File: config.mk
export PLATFORM = sky130hd
export DESIGN_NAME = mem_region_router
export DESIGN_NICKNAME = d
export VERILOG_FILES = /design/src/rtl/mem_region_router.sv
export SDC_FILE = /design/constraint.sdc
export NUM_CORES = 1
export LEC_CHECK = 0
export ABC_AREA = 0
export CAP_MARGIN = 30
export CORE_MARGIN = 5
export CORE_UTILIZATION = 30
export CTS_CLUSTER_DIAMETER = 30
export DETAILED_ROUTE_END_ITERATION = 16
export HOLD_SLACK_MARGIN = 0.08
export SLEW_MARGIN = 10
export SYNTH_ARGS = -nofsm -noshare
export SYNTH_HDL_FRONTEND = slang
export SYNTH_SLANG_ARGS = --single-unit
File: constraint.sdc
create_clock -name clk -period 2.6 [get_ports clk]
set_input_delay 0.52 -clock clk [delete_from_list [all_inputs] [get_ports clk]]
set_output_delay 0.52 -clock clk [all_outputs]
set_load 0.005 [all_outputs]
File: src/rtl/mem_region_router.sv
// Data-side router: decodes CPU accesses onto up to eight BRAM windows with wait states.
// Define MEM_ROUTER_ERR_EN to report unmapped accesses on err.
module mem_region_router #(
   parameter int NUM_REGIONS = 2,
   parameter int IDX_W = 14,
   parameter logic [NUM_REGIONS*32-1:0] REGION_BASE = {32'h7FFF_0000, 32'h1001_0000},
   parameter logic [NUM_REGIONS*32-1:0] REGION_LAST = {32'h7FFF_EFFC, 32'h1001_FFFC},
   parameter logic [NUM_REGIONS-1:0] REGION_DESC = 2'b10,
   parameter logic [NUM_REGIONS*4-1:0] REGION_WAIT = {4'd0, 4'd0}
) (
   input  logic                         clk,
   input  logic                         rst,
   input  logic                         req,
   input  logic                         we,
   input  logic [31:0]                  addr,
   input  logic [31:0]                  wdata,
   output logic [31:0]                  rdata,
   output logic                         ready,
   output logic                         err,
   output logic [NUM_REGIONS-1:0]       mem_en,
   output logic [NUM_REGIONS-1:0]       mem_we,
   output logic [NUM_REGIONS*IDX_W-1:0] mem_addr,
   output logic [31:0]                  mem_wdata,
   input  logic [NUM_REGIONS*32-1:0]    mem_rdata
);

   typedef enum logic [1:0] {IDLE, ACCESS, WAIT, DONE} state_t;

   state_t                 state;
   logic                   we_q;
   logic [NUM_REGIONS-1:0] hit_q;
   logic [3:0]             wait_q;
   logic [3:0]             cnt;
   logic [31:0]            rdata_q;

   logic [31:0]            wa;
   logic [31:0]            off;
   logic [NUM_REGIONS-1:0] dec_hit;
   logic [IDX_W-1:0]       dec_idx;
   logic [3:0]             dec_wait;
   logic [31:0]            rd_sel;

   assign wa = addr & 32'hFFFF_FFFC;

   // Scan from the top so the lowest matching region overrides the rest.
   always_comb begin
      dec_hit  = '0;
      dec_idx  = '0;
      dec_wait = '0;
      off      = '0;
      for (int k = NUM_REGIONS - 1; k >= 0; k--) begin
         if (wa >= REGION_BASE[k*32 +: 32] && wa <= REGION_LAST[k*32 +: 32]) begin
            dec_hit    = '0;
            dec_hit[k] = 1'b1;
            off = REGION_DESC[k] ? REGION_LAST[k*32 +: 32] - wa
                                 : wa - REGION_BASE[k*32 +: 32];
            dec_idx  = IDX_W'(off >> 2);
            dec_wait = REGION_WAIT[k*4 +: 4];
         end
      end
   end

   always_comb begin
      rd_sel = '0;
      for (int k = 0; k < NUM_REGIONS; k++) begin
         if (hit_q[k] && !we_q)
            rd_sel = rd_sel | mem_rdata[k*32 +: 32];
      end
   end

   // The region's output register is live during DONE; rdata_q keeps it afterwards.
   assign rdata = (state == DONE) ? rd_sel : rdata_q;

`ifdef MEM_ROUTER_ERR_EN
   logic err_q;
   assign err = err_q;
`else
   assign err = 1'b0;
`endif

   always_ff @(posedge clk) begin
      if (rst) begin
         state     <= IDLE;
         we_q      <= 1'b0;
         hit_q     <= '0;
         wait_q    <= '0;
         cnt       <= '0;
         rdata_q   <= '0;
         ready     <= 1'b0;
         mem_en    <= '0;
         mem_we    <= '0;
         mem_addr  <= '0;
         mem_wdata <= '0;
`ifdef MEM_ROUTER_ERR_EN
         err_q     <= 1'b0;
`endif
      end else begin
         ready <= 1'b0;
`ifdef MEM_ROUTER_ERR_EN
         err_q <= 1'b0;
`endif
         unique case (state)
            IDLE: begin
               if (req) begin
                  we_q      <= we;
                  hit_q     <= dec_hit;
                  wait_q    <= dec_wait;
                  mem_en    <= dec_hit;
                  mem_we    <= we ? dec_hit : '0;
                  mem_wdata <= wdata;
                  for (int k = 0; k < NUM_REGIONS; k++) begin
                     if (dec_hit[k])
                        mem_addr[k*IDX_W +: IDX_W] <= dec_idx;
                  end
                  state <= ACCESS;
               end
            end
            ACCESS: begin
               mem_en <= '0;
               mem_we <= '0;
               cnt    <= wait_q;
               if (wait_q != 4'd0) begin
                  state <= WAIT;
               end else begin
                  state <= DONE;
                  ready <= 1'b1;
`ifdef MEM_ROUTER_ERR_EN
                  err_q <= ~|hit_q;
`endif
               end
            end
            WAIT: begin
               cnt <= cnt - 4'd1;
               if (cnt == 4'd1) begin
                  state <= DONE;
                  ready <= 1'b1;
`ifdef MEM_ROUTER_ERR_EN
                  err_q <= ~|hit_q;
`endif
               end
            end
            DONE: begin
               rdata_q <= rd_sel;
               state   <= IDLE;
            end
            default: state <= IDLE;
         endcase
      end
   end

endmodule

# [Word-level counts from Yosys, hierarchy flattened]
# Index checks and enable logic that the tools add are counted.
[totals] register_bits=106 output_inout_bits=98 word_cells=56
[classes] add_sub_neg=3 order_cmp=4 n_eq_ne=6 n_mux=18 bitwise=1 reduce_logical=13
[op_table] cell="32-bit two-way mux" n=3
[op_table] cell="32-bit by 29-bit greater-or-equal comparator with 1-bit output (second input constant)" n=1
[op_table] cell="32-bit by 31-bit greater-or-equal comparator with 1-bit output (second input constant)" n=1
[op_table] cell="32-bit by 29-bit <= comparator with 1-bit output (second input constant)" n=1
[op_table] cell="32-bit by 31-bit <= comparator with 1-bit output (second input constant)" n=1
[op_table] cell="32-bit bitwise OR" n=1
[op_table] cell="14-bit two-way mux" n=2
[op_table] cell="16-bit by 1-bit subtractor with 16-bit output (second input constant)" n=1
[op_table] cell="16-bit subtractor (first input constant)" n=1
[op_table] cell="2-bit two-way mux" n=7
[op_table] cell="2-bit one-hot mux with 2 select lines" n=2
[op_table] cell="2-bit one-hot mux with 4 select lines" n=1
[op_table] cell="4-bit one-hot mux with 2 select lines" n=1
[op_table] cell="2-bit AND reduction" n=3
[op_table] cell="3-bit AND reduction" n=2
[op_table] cell="2-bit == test (second input constant)" n=2
[op_table] cell="4-bit by 1-bit == test with 1-bit output (second input constant)" n=1
[op_table] cell="1-bit logical AND" n=4
[op_table] cell="2-bit != test (second input constant)" n=2
[op_table] cell="2-bit nonzero test" n=2
[op_table] cell="4-bit by 1-bit subtractor with 4-bit output (second input constant)" n=1
[op_table] cell="2-bit by 1-bit == test with 1-bit output (second input constant)" n=1
[op_table] cell="2-bit zero test" n=1
[op_table] cell="1-bit one-hot mux with 2 select lines" n=1
[op_table] cell="other kinds (2)" n=2

# [Longest topological paths before layout]
[logic_depth] word_depth=7 ltp_mapped=10 ltp_nobuf=7

# [Least setup slack after synthesis]
# No wires, ideal clock.
[synth_path] path_type="input -> register" from="in addr[21]" to="reg mem_addr[11]" arrival_time_ns=1.893 setup_slack_ns=0.575 path_stages=6 path_cell_list="or4_4 -> nor4_4 -> nand3_1 -> buf_4 -> nand2_1 -> a21oi_2"
[synth_between] elab_chain_len=4 word_cells_on_any_way=10 classes_between="4 x order compare; 3 x mux; 3 x reduce/logical"
[synth_rtl] item="start, declared" line_no="15" rtl="input logic [31:0] addr,"
[synth_rtl] item="32-bit by 29-bit greater-or-equal comparator with 1-bit output, or another cell as far along" line_no="52" rtl="if (wa >= REGION_BASE[k*32 +: 32] && wa <= REGION_LAST[k*32 +: 32]) begin"
[synth_rtl] item="1-bit logical AND" line_no="52"
[synth_rtl] item="2-bit two-way mux or 14-bit two-way mux (tied branches)" line_no="52"
[synth_rtl] item="3-bit AND reduction (no source line) or 14-bit two-way mux (tied branches)"
[synth_rtl] item="end signal, assigned by index" line_no="113" rtl="mem_addr[k*IDX_W +: IDX_W] <= dec_idx;"
[synth_rtl] item="end, declared" line_no="22" rtl="output logic [NUM_REGIONS*IDX_W-1:0] mem_addr,"
# Several ways; a longest one is shown, not always the timed one.
# A chain may end at the register's enable or synchronous reset.

# [Worst setup path after layout]
[layout_path] from="reg we_q" to="out rdata[3]"
[layout_between] elab_chain_len=6 word_cells_on_any_way=7 classes_between="3 x mux; 1 x bitwise; 3 x reduce/logical"
[layout_rtl] item="start, declared" line_no="30" rtl="logic we_q;"
[layout_rtl] item="start signal, assigned" line_no="105" rtl="we_q <= we;"
[layout_rtl] item="1-bit zero test (*)" line_no="66" rtl="if (hit_q[k] && !we_q)"
[layout_rtl] item="1-bit logical AND" line_no="66"
[layout_rtl] item="32-bit two-way mux" line_no="66"
[layout_rtl] item="32-bit bitwise OR" line_no="67" rtl="rd_sel = rd_sel | mem_rdata[k*32 +: 32];"
[layout_rtl] item="32-bit two-way mux (*)" line_no="66"
[layout_rtl] item="32-bit two-way mux (*)"
[layout_rtl] item="end, declared" line_no="17" rtl="output logic [31:0] rdata,"
# Every way passes the cells marked *; elsewhere a longest branch is shown, timed or not.

==> results by group <==
Worst setup path
  – CP Capture Type: output pin
  – CP Cell Sequence: nor2b_4, clkbuf_16, a22oi_1, a21oi_1, clkdlybuf4s50_1
  – Worst Path Class, Setup: reg -> out
  – Crit-path max cell delay: roughly 0.55 ns
  – RR Startpoint: state[0]$_SDFFE_PP0P_
  – FF-to-FF End: mem_addr[24]$_SDFFE_PP0P_
  – CP top delay family: buffers and inverters
  – Worst endpoint data arrival time: between 1.5 and 2 ns
  – Crit start category: flip-flop
  – Worst-case reg-to-reg path depth: 8
  – WP data required: 2.08 ns
  – R2R setup slack: 0.69 ns
  – Crit-path slowest cell: clkdlybuf4s50_1
  – WP buf/inv: 2
  – Worst-path fanout max: 16

Global route
  – First-pass GRT wire length: roughly 23,000 µm
  – Initial antenna violation count: 1
  – GRT Residual Overflow: 0
  – Number of global-route vias before repair: ~4.4k
  – Largest net degree at the start of global routing: 57
  – GRT Total Usage: 15.72%

Power
  – Sw Ratio: 29.07%
  – Clock power share: around 28%
  – Logic pwr share: 33.5%
  – Pwr/cell area: 679.6 nW/µm²
  – VDD IR-drop max: approximately 0.33 mV
  – Static Leakage: around 0.0026 µW
  – Psw: about 1400 µW
  – Reg power frac: 38.6%
  – Total power draw: 4952 µW
  – Cell Int Power: between 3000 and 4000 µW

Logic synthesis
  – Synth Instances: about 530
  – EDFF count, synth: 0
  – Async set-reset flop share out of synthesis: 0%
  – Yosys reg bits: approximately 110
  – Post-Synthesis Mean Instance Area: 8.309 µm²
  – Register area share after synthesis: 48.00%
  – Yosys warns: 0
  – Cell area after synthesis: roughly 4400 µm²
  – Post-Syn Nets: about 670
  – Leading register cell type out of synthesis: dfxtp_1
  – Post-synth cell types: 38

STA
  – Final setup viols: 0
  – Hold slack: 0.4536 ns
  – Minimum clock period: about 2.5 ns
  – Maximum clock rate: 400.8 MHz
  – Tcrit/Tclk final: about 96%
  – Slew of the pin with the lowest slew margin: roughly 0.56 ns
  – Setup Skew: between 0.005 and 0.006 ns
  – Slew margin rel.: ~63%
  – Hold Fails Final Rpt: 0
  – Slew Limit Fails: 0

Layout
  – Final Util: between 50% and 60%
  – Commonest non-fill, non-tap cell in the layout: clkdlybuf4s50_1
  – Non-Filler Instances: between 900 and 1k
  – Filler Cells Inserted: between 1k and 1.5k
  – Total area of sequential cells: approximately 2100 µm²
  – Multi-input gate area: ~2100 µm²
  – Layout area overhead: 64.85%
  – # diodes: 0
  – Nets: 886
  – Most frequent cells in the layout: 224 x clkdlybuf4s50_1, 104 x dfxtp_1, 100 x nand2_1
  – Share of layout cells above drive strength 1: 7.733%

Placed design
  – Placer Congestion: between 0.8 and 0.9
  – Dpl cells: 916
  – Number of port buffers: approximately 230
  – Hpwl dp: approximately 11,000 µm

CTS
  – CTS max path bufs: 2
  – CTS Hold Buffers Added: 0
  – CTS tree: built
  – Clock root buffer: clkbuf_16
  – Buffer count from post-CTS setup fixing: 0
  – Htree depth: 3
  – Num CTS Buffers: 9
  – Worst skew pair latency: about 0.34 ns
  – Reg clk slew, reported paths: ~0.07 ns
  – Clk sinks: roughly 110

Routing
  – WL final: ~14,000 µm
  – DRC: 0
  – Detailed Routing Iterations Pass 1: 4
  – Wire length per cell: roughly 15 µm
  – Vias: between 4k and 5k
  – Vias per inst: between 4 and 5
  – DR iter-0 viols: 204
  – Routed Antenna Nets: 0

Floorplanning
  – Rows: 44
  – Initial Utilization: between 30 and 40%
  – Die width: about 130 µm
  – Core Area: around 14,000 µm²
  – Die height: 131.4 µm
  – I/O Pins: 230
  – Die area: approximately 17,000 µm²

Hold path
  – Hold Path Stages: 2
  – Hold path endpoint: mem_wdata[8]$_SDFFE_PP0P_
  – Hold Path Class: reg -> reg
  – Hold Crit Start: mem_wdata[8]$_SDFFE_PP0P_

Outcome
  – Status: completed

Job
  – # Max-Cap Violations: 0
-- power by group through the flow --
stage          clock network (µW)  logic, µW  registers, µW
2_1_floorplan                   0        731           1930
3_3_place_gp                    0       1630           1930
3_5_place_dp                    0       1650           1940
4_1_cts                      1440       1670           1910
5_1_grt                      1500       1830           1930
6_report                     1380       1660           1910
-- layer usage --
metal	track usage, %	part of all wire (%)	vias to the layer above
met5	0	0.078	-
met4	5.657	1.9	2
met3	6.460	8.6	21
met2	25.28	46	163
met1	18.93	43	1971
li1	-	-	2237
-- state kept, by name, indices dropped and copies added (netlist names) --
register	count
mem_en	2
ready	1
rdata_q	32
hit_q	2
state	2
mem_wdata	32
mem_addr	28
cnt	4
mem_we	2
we_q	1
-- per-stage QoR --
step / setup slack [ns] / cell area, µm² / setup TNS, ns
final: 0.1053 / 7287 / 0
after global routing: -0.02297 / 7287 / -0.02297
after CTS: 0.006366 / 7206 / 0
after detailed placement: 0.01521 / 6887 / 0
after global placement: 0.03428 / 6887 / 0
after floorplan: 0.5745 / 4420 / 0
-- area by class of cell --
cell class	count	area share [%]
clock buffers	9	3.091
clock inverters	7	1.047
inverters	9	0.4636
multi-input cells	376	28.78
flip-flops and latches	106	29.16
well taps	184	3.159
repair buffers	243	34.31
-- synthesized netlist by cell type, types with 2 or more instances --
master / count / area, µm²
buf_2: 3 / 15.01
nand4_1: 4 / 25.02
nor4_1: 2 / 12.51
nor3_1: 2 / 10.01
a21oi_1: 78 / 390.4
buf_4: 2 / 15.01
and4_1: 2 / 17.52
nor2_1: 57 / 214.0
or3_1: 3 / 18.77
ha_1: 9 / 112.6
nand3_1: 4 / 20.02
a211oi_1: 15 / 112.6
nor2b_1: 36 / 225.2
clkbuf_8: 3 / 41.29
and3_1: 2 / 12.51
a22oi_1: 35 / 262.8
dfxtp_1: 106 / 2122
a2bb2oi_1: 2 / 17.52
nand2_1: 100 / 375.4
mux2i_1: 2 / 20.02
a21oi_2: 10 / 87.58
inv_1: 9 / 33.78
clkbuf_1: 31 / 116.4
-- worst register-to-register path, cell delays in order (launching register included) --
cell and delay [ns]:
dfxtp_2 0.35, inv_1 0.09, ha_1 0.19, and2_2 0.20, nand4_1 0.19, a211oi_4 0.31, buf_12 0.21, mux2i_1 0.19
nor2_1 0.05
-- worst max path at each step --
stage                                from                        end  slack [ns]  depth (start not counted)
finish                  we_q$_SDFFE_PP0P_                   rdata[3]        0.11                          5
global route            we_q$_SDFFE_PP0P_                  rdata[14]       -0.02                          5
CTS                 state[0]$_SDFFE_PP0P_                  rdata[21]       0.006                          5
detailed placement               addr[12]  mem_addr[24]$_SDFFE_PP0P_        0.02                          9
global placement                 addr[12]  mem_addr[24]$_SDFFE_PP0P_        0.03                          9
floorplan                        addr[21]  mem_addr[11]$_SDFFE_PP0P_        0.57                          6
-- cell families after synthesis --
logic type / share of synthesized area (%)
compound gates: 20.35
xor+xnor: 0.1982
fa+ha+maj: 2.547
buf+inv: 5.717
flops: 48.00
mux: 0.4529
other cells: 0.08483
simple gates: 22.64
-- timing repair --
action | in CTS | in global routing
pin swaps | 0 | 2
hold endpoints to repair | 0 | 0
gates resized for setup | 3 | 9
cloned | 0 | 2
endpoints found under the setup margin | 15 | 26
Note: power is estimated with default switching activity, not from simulation.
